`src/rtl/ram_loader_if.sv`:
```
// Byte-stream receive channel and RAM load port shared by ram_loader and its neighbours.
interface ram_loader_if #(
  parameter int unsigned ADDR_W = 4,
  parameter int unsigned DATA_W = 8
);
  logic              rx_valid;
  logic [DATA_W-1:0] rx_data;
  logic              rx_ready;
  logic [ADDR_W-1:0] ld_addr;
  logic [DATA_W-1:0] ld_data;
  logic              ld_we;

  modport master (
    output rx_valid, rx_data,
    input  rx_ready, ld_addr, ld_data, ld_we
  );

  modport slave (
    input  rx_valid, rx_data,
    output rx_ready, ld_addr, ld_data, ld_we
  );
endinterface

```
`src/rtl/ram_loader.sv`:
```
// Framed 16-byte program loader: hunts for the sync byte, writes the image into RAM,
// checks an additive checksum and holds/resets the CPU around the load.
module ram_loader #(
  parameter int unsigned       ADDR_W = 4,
  parameter int unsigned       DATA_W = 8,
  parameter logic [DATA_W-1:0] HEADER = DATA_W'(8'hA5)
) (
  input  logic        clk,
  input  logic        clr,
  input  logic        start,
  input  logic        abort,
  ram_loader_if.slave bus,
  output logic        cpu_hold,
  output logic        cpu_rst,
  output logic        busy,
  output logic        done,
  output logic        err
);

  localparam int unsigned       DEPTH    = 2 ** ADDR_W;
  localparam logic [ADDR_W-1:0] CNT_LAST = ADDR_W'(DEPTH - 1);

  typedef enum logic [2:0] {
    S_IDLE, S_SYNC, S_DATA, S_WR, S_CSUM, S_RST, S_DONE, S_ERR
  } state_e;

  state_e            state;
  state_e            state_next;
  logic [ADDR_W-1:0] cnt;
  logic [DATA_W-1:0] sum;
  logic              accept_c;

  assign accept_c = bus.rx_valid & bus.rx_ready;

  // State register
  always_ff @(posedge clk or negedge clr) begin
    if (!clr) state <= S_IDLE;
    else      state <= state_next;
  end

  // Next-state logic; abort only matters while a frame is being received
  always_comb begin
    state_next = state;
    case (state)
      S_IDLE, S_ERR: if (start) state_next = S_SYNC;
      S_SYNC: begin
        if (abort)                                    state_next = S_IDLE;
        else if (accept_c && bus.rx_data == HEADER)   state_next = S_DATA;
      end
      S_DATA: begin
        if (abort)         state_next = S_IDLE;
        else if (accept_c) state_next = S_WR;
      end
      S_WR: begin
        if (abort)                state_next = S_IDLE;
        else if (cnt == CNT_LAST) state_next = S_CSUM;
        else                      state_next = S_DATA;
      end
      S_CSUM: begin
        if (abort)         state_next = S_IDLE;
        else if (accept_c) state_next = (bus.rx_data == sum) ? S_RST : S_ERR;
      end
      S_RST:   state_next = S_DONE;
      S_DONE:  state_next = S_IDLE;
      default: state_next = S_IDLE;
    endcase
  end

  // Outputs decoded from the registered state only; ERR keeps the CPU held
  always_comb begin
    bus.rx_ready = 1'b0;
    bus.ld_we    = 1'b0;
    cpu_hold     = 1'b0;
    cpu_rst      = 1'b0;
    busy         = 1'b0;
    done         = 1'b0;
    case (state)
      S_SYNC, S_DATA, S_CSUM: begin
        bus.rx_ready = 1'b1;
        busy         = 1'b1;
        cpu_hold     = 1'b1;
      end
      S_WR: begin
        bus.ld_we = 1'b1;
        busy      = 1'b1;
        cpu_hold  = 1'b1;
      end
      S_RST: begin
        cpu_rst  = 1'b1;
        busy     = 1'b1;
        cpu_hold = 1'b1;
      end
      S_DONE:  done     = 1'b1;
      S_ERR:   cpu_hold = 1'b1;
      default: ;
    endcase
  end

  // Datapath: byte counter, running checksum, load port and sticky error
  always_ff @(posedge clk or negedge clr) begin
    if (!clr) begin
      cnt         <= '0;
      sum         <= '0;
      bus.ld_addr <= '0;
      bus.ld_data <= '0;
      err         <= 1'b0;
    end else begin
      case (state)
        S_IDLE, S_ERR: if (start) err <= 1'b0;
        S_SYNC: begin
          if (abort) err <= 1'b1;
          else if (accept_c && bus.rx_data == HEADER) begin
            cnt <= '0;
            sum <= '0;
          end
        end
        S_DATA: begin
          if (abort) err <= 1'b1;
          else if (accept_c) begin
            bus.ld_addr <= cnt;
            bus.ld_data <= bus.rx_data;
            sum         <= sum + bus.rx_data;
          end
        end
        S_WR: begin
          cnt <= cnt + ADDR_W'(1);
          if (abort) err <= 1'b1;
        end
        S_CSUM: begin
          if (abort) err <= 1'b1;
          else if (accept_c && bus.rx_data != sum) err <= 1'b1;
        end
        default: ;
      endcase
    end
  end

endmodule

```
`src/flat_wrapper.sv`:
```
// flat-port wrapper written by rule: the top's interface ports become plain ports
module ram_loader_flat 
#(
  parameter int unsigned       ADDR_W = 4,
  parameter int unsigned       DATA_W = 8,
  parameter logic [DATA_W-1:0] HEADER = DATA_W'(8'hA5)
)
  (clk, clr, start, abort, cpu_hold, cpu_rst, busy, done, err, bus_rx_valid, bus_rx_data, bus_rx_ready, bus_ld_addr, bus_ld_data, bus_ld_we);
  ram_loader_if #(.ADDR_W(ADDR_W), .DATA_W(DATA_W)) bus_i ();
  input  logic clk;
  input  logic clr;
  input  logic start;
  input  logic abort;
  output logic cpu_hold;
  output logic cpu_rst;
  output logic busy;
  output logic done;
  output logic err;
  input wire logic [$bits(bus_i.rx_valid)-1:0] bus_rx_valid;
  input wire logic [$bits(bus_i.rx_data)-1:0] bus_rx_data;
  output wire logic [$bits(bus_i.rx_ready)-1:0] bus_rx_ready;
  output wire logic [$bits(bus_i.ld_addr)-1:0] bus_ld_addr;
  output wire logic [$bits(bus_i.ld_data)-1:0] bus_ld_data;
  output wire logic [$bits(bus_i.ld_we)-1:0] bus_ld_we;
  assign bus_i.rx_valid = bus_rx_valid;
  assign bus_i.rx_data = bus_rx_data;
  assign bus_rx_ready = bus_i.rx_ready;
  assign bus_ld_addr = bus_i.ld_addr;
  assign bus_ld_data = bus_i.ld_data;
  assign bus_ld_we = bus_i.ld_we;
  ram_loader #(.ADDR_W(ADDR_W), .DATA_W(DATA_W), .HEADER(HEADER)) u_core (.clk(clk), .clr(clr), .start(start), .abort(abort), .bus(bus_i), .cpu_hold(cpu_hold), .cpu_rst(cpu_rst), .busy(busy), .done(done), .err(err));
endmodule
```
`config.mk`:
```
export PLATFORM = sky130hd
export DESIGN_NAME = ram_loader_flat
export DESIGN_NICKNAME = d
export VERILOG_FILES = /design/src/rtl/ram_loader_if.sv /design/src/rtl/ram_loader.sv /design/src/flat_wrapper.sv
export SDC_FILE = /design/constraint.sdc
export NUM_CORES = 1
export LEC_CHECK = 0
export ABC_AREA = 1
export BUFFER_PORTS_ARGS = -buffer_cell sky130_fd_sc_hd__buf_2
export CAP_MARGIN = 10
export CORE_UTILIZATION = 50
export CTS_CLUSTER_DIAMETER = 80
export DETAILED_ROUTE_END_ITERATION = 10
export GPL_TIMING_DRIVEN = 0
export PLACE_DENSITY_LB_ADDON = 0.05
export RECOVER_POWER = 50
export SLEW_MARGIN = 5
export SYNTH_ARGS = -nofsm -noshare
export SYNTH_HDL_FRONTEND = slang
export SYNTH_SLANG_ARGS = --single-unit
```
`constraint.sdc`:
```
create_clock -name clk -period 1.55 [get_ports clk]
set_clock_uncertainty 0.1 [all_clocks]
set_input_delay 0.2325 -clock clk [delete_from_list [all_inputs] [get_ports clk]]
set_output_delay 0.2325 -clock clk [all_outputs]
set_load 0.005 [all_outputs]
```
==> flow_metrics.env <==
export IMPL_outcome="complete, but fails checks"
export IMPL_violations="setup timing"
export IMPL_rsz0062_at_grt="true"
export IMPL_synth_compound_area_share_pct=6.39
export IMPL_p_leak_nw=1.40
export IMPL_drive_above_1_share_pct=45.1
export IMPL_synth_edf_count=0
export IMPL_path_max_fanout=5
export IMPL_irDropWorstVdd_mv=0.866
export IMPL_synth_main_ff_cell="dfrtp_1"
export IMPL_track_usage_pct=25.1
export IMPL_cts_sinks=28
export IMPL_synth_xor_area_share_pct=1.46
export IMPL_gp_congestion=0.902
export IMPL_slew_violations=0
export IMPL_avgViaCountPerCell=5.23
export IMPL_switching_share_pct=44.0
export IMPL_drtPass1Iterations=4
export IMPL_cts_buffers=3
export IMPL_async_flop_share_pct=100
export IMPL_die_h_um=62.0
export IMPL_hp_class="in -> reg"
export IMPL_first_global_vias=1533
export IMPL_final_setup_tns_ps=-4050
export IMPL_initial_core_util_pct=53.1
export IMPL_io_buffers=31
export IMPL_overflow=0
export IMPL_hold_viol=0
export IMPL_power_frac_seq_pct=29.4
export IMPL_ys_seq_area_share_pct=38.9
export IMPL_setup_viol=30
export IMPL_root_buffer="clkbuf_4"
export IMPL_wl_per_cell_um=14.4
export IMPL_syn_nets=273
export IMPL_worst_setup_path_start_kind="flip-flop"
export IMPL_area_growth_syn_to_layout_pct=45.9
export IMPL_n_antenna_cell=0
export IMPL_ys_seq_elements=28
export IMPL_worstPathRequired_ps=1750
export IMPL_cap_violations=0
export IMPL_drtIter0Drc=113
export IMPL_dp_slack_ps=-148
export IMPL_slew_headroom_pct=51.4
export IMPL_post_synth_top_area_cell="dfrtp_1"
export IMPL_grt_max_degree=29
export IMPL_insertion_delay_ps=350
export IMPL_setup_slack_ps=-189
export IMPL_post_route_period_util_pct=112
export IMPL_cts_tree="done"
export IMPL_drcViolationCount=0
export IMPL_end_kind="flip-flop"
export IMPL_synthDistinctLibCells=28
export IMPL_grt_first_pass_wirelength_um=6870
export IMPL_fin_util_pct=77.5
export IMPL_coreArea_um2=3390
export IMPL_critical_path_class="reg -> reg"
export IMPL_period_needed_ps=1740
export IMPL_die_area_um2=3840
export IMPL_clk_pin_slew_ps=170
export IMPL_yosys_warnings=0
export IMPL_row_count=21
export IMPL_vias=1841
export IMPL_hpwl_um=2860
export IMPL_fillers=245
export IMPL_p_switching_w=0.00202
export IMPL_routed_wl_um=5050
export IMPL_final_nets=329
export IMPL_p_int_w=0.00257
export IMPL_ant_nets=0
export IMPL_cts_path_max_buffers=2
export IMPL_synthMuxAreaShare_pct=0
export IMPL_die_w_um=62.0
export IMPL_yosysMostFrequentCell="nand2_1"
export IMPL_synth_top_family_by_area="simple AND/OR/NAND/NOR gates"
export IMPL_p_comb_share_pct=59.5
export IMPL_htree_levels=1
export IMPL_postSynthAreaPerCell_um2=7.17
export IMPL_powerDensity_nw_per_um2=1750
export IMPL_worstMarginPinSlew_ps=730
export IMPL_clkPwrFrac_pct=11.1
export IMPL_netlist_instances=251
export IMPL_io_pins=32
export IMPL_cp_data_arrival_time_ps=1930
export IMPL_synthTopCellsByCount="nand2_1, dfrtp_1, inv_1"
export IMPL_synth_area_leaders="dfrtp_1, nand2_1, nand3_1, inv_1, ha_1"
export IMPL_max_freq_mhz=575
export IMPL_synthSimpleGateAreaFrac_pct=37.7
export IMPL_synthAdderAreaFrac_pct=6.67
export IMPL_synthesis_area_um2=1800
export IMPL_antenna_found_initial=0
export IMPL_synth_top_area_share_pct=38.9
[layout make-up]
cell class | count | area, um2 | share of cell area [%]
Clock inverter | 1 | 30.0 | 1.14
Sequential cell | 28 | 703 | 26.8
Multi-Input combinational cell | 188 | 1240 | 47.3
Timing Repair Buffer | 52 | 388 | 14.8
Clock buffer | 3 | 22.5 | 0.858
Inverter | 29 | 116 | 4.43
Tap cell | 46 | 57.6 | 2.19
Buffer | 5 | 67.6 | 2.57
[power groups by stage]
stage | clock network (W) | registers (W) | logic [W]
floorplan | 0 | 0.00127 | 0.00132
global placement | 0 | 0.00126 | 0.00183
detailed placement | 0 | 0.00127 | 0.00185
CTS | 0.000508 | 0.00130 | 0.00227
global route | 0.000552 | 0.00140 | 0.00303
finish | 0.000507 | 0.00135 | 0.00273
[through the flow]
step	instance area [um2]	hold WS, ps	total power (W)	std cells
floorplan	1800	-163	0.00259	251
detailed placement	2020	193	0.00312	328
global route	2630	3.40	0.00498	352
global placement	2020	190	0.00309	328
CTS	2330	16.8	0.00407	344
finish	2630	9.17	0.00458	352
[cell families after synthesis]
family                     after synthesis
adders and majority gates                9
buffers and inverters                   35
xor gates and xnor gates                 3
and+or+nand+nor                        159
DFF                                     28
AOI/OAI and AO/OA                       17
[sequential cells by signal, indices dropped and copies added (netlist names)]
name / count
u_core.state: 3
u_core.bus.ld_addr: 4
u_core.cnt: 4
u_core.bus.ld_data: 8
u_core.err: 1
u_core.sum: 8
[worst max-delay path: stages (launching register included)]
cell and delay [ps]:
dfrtp_1 440, buf_6 150, inv_2 90, nand3_2 110, nand2_4 130, nand2_4 70, nor2_4 180, buf_12 140
buf_4 100, nand3_1 80, nand2_1 80
[cell usage in the layout (no fill, tap or decap), types with 2 or more instances in the layout]
| master | count |
|---|---|
| dfrtp_1 | 26 |
| inv_4 | 3 |
| buf_2 | 29 |
| inv_2 | 4 |
| a21oi_1 | 3 |
| nand4_1 | 4 |
| or2_2 | 3 |
| nor2_2 | 4 |
| clkbuf_4 | 3 |
| clkbuf_16 | 2 |
| dfrtp_2 | 2 |
| nor3_1 | 2 |
| buf_4 | 13 |
| o21ai_2 | 8 |
| o21ai_1 | 2 |
| nand3_2 | 6 |
| ha_4 | 6 |
| nand2_4 | 8 |
| nand2_1 | 73 |
| nor2_4 | 5 |
| inv_1 | 22 |
| buf_8 | 4 |
| nand2_2 | 21 |
| nand3_1 | 18 |
| nor2_1 | 11 |
| buf_6 | 6 |
[per-layer routing]
layer / vias up / part of all wire (%) / global-route usage, %
met3: 13 / 3.3 / 2.48
met1: 868 / 46 / 35.0
li1: 904 / - / -
met4: 0 / 2.9 / 9.84
met5: - / 0 / 0
met2: 56 / 48 / 39.8
[final timing paths]
check / cells past startpoint / start / slack [ps] / endpoint
min reg2reg: 2 / u_core.bus.ld_data[3]$_DFFE_PN0P_ / 400 / u_core.bus.ld_data[3]$_DFFE_PN0P_
min in group asynchronous: 2 / clr / 350 / u_core.bus.ld_data[0]$_DFFE_PN0P_
min: 3 / bus_rx_data[6] / 9 / u_core.bus.ld_data[6]$_DFFE_PN0P_
max reg2reg: 10 / u_core.state[2]$_DFFE_PN0P_ / -190 / u_core.sum[5]$_DFFE_PN0P_
max: 10 / u_core.state[2]$_DFFE_PN0P_ / -190 / u_core.sum[5]$_DFFE_PN0P_
max in group asynchronous: 2 / clr / 500 / u_core.sum[1]$_DFFE_PN0P_
[timing repair]
item | in CTS | in global routing
cloned | 1 | 3
buffers inserted | 11 | 5
pin swaps | 12 | 25
endpoints found under the hold margin | 28 | 0
setup endpoints to repair | 30 | 34
hold buffers | 1 | 0
gates resized for setup | 33 | 60
Power figures use the tool's default switching activity.
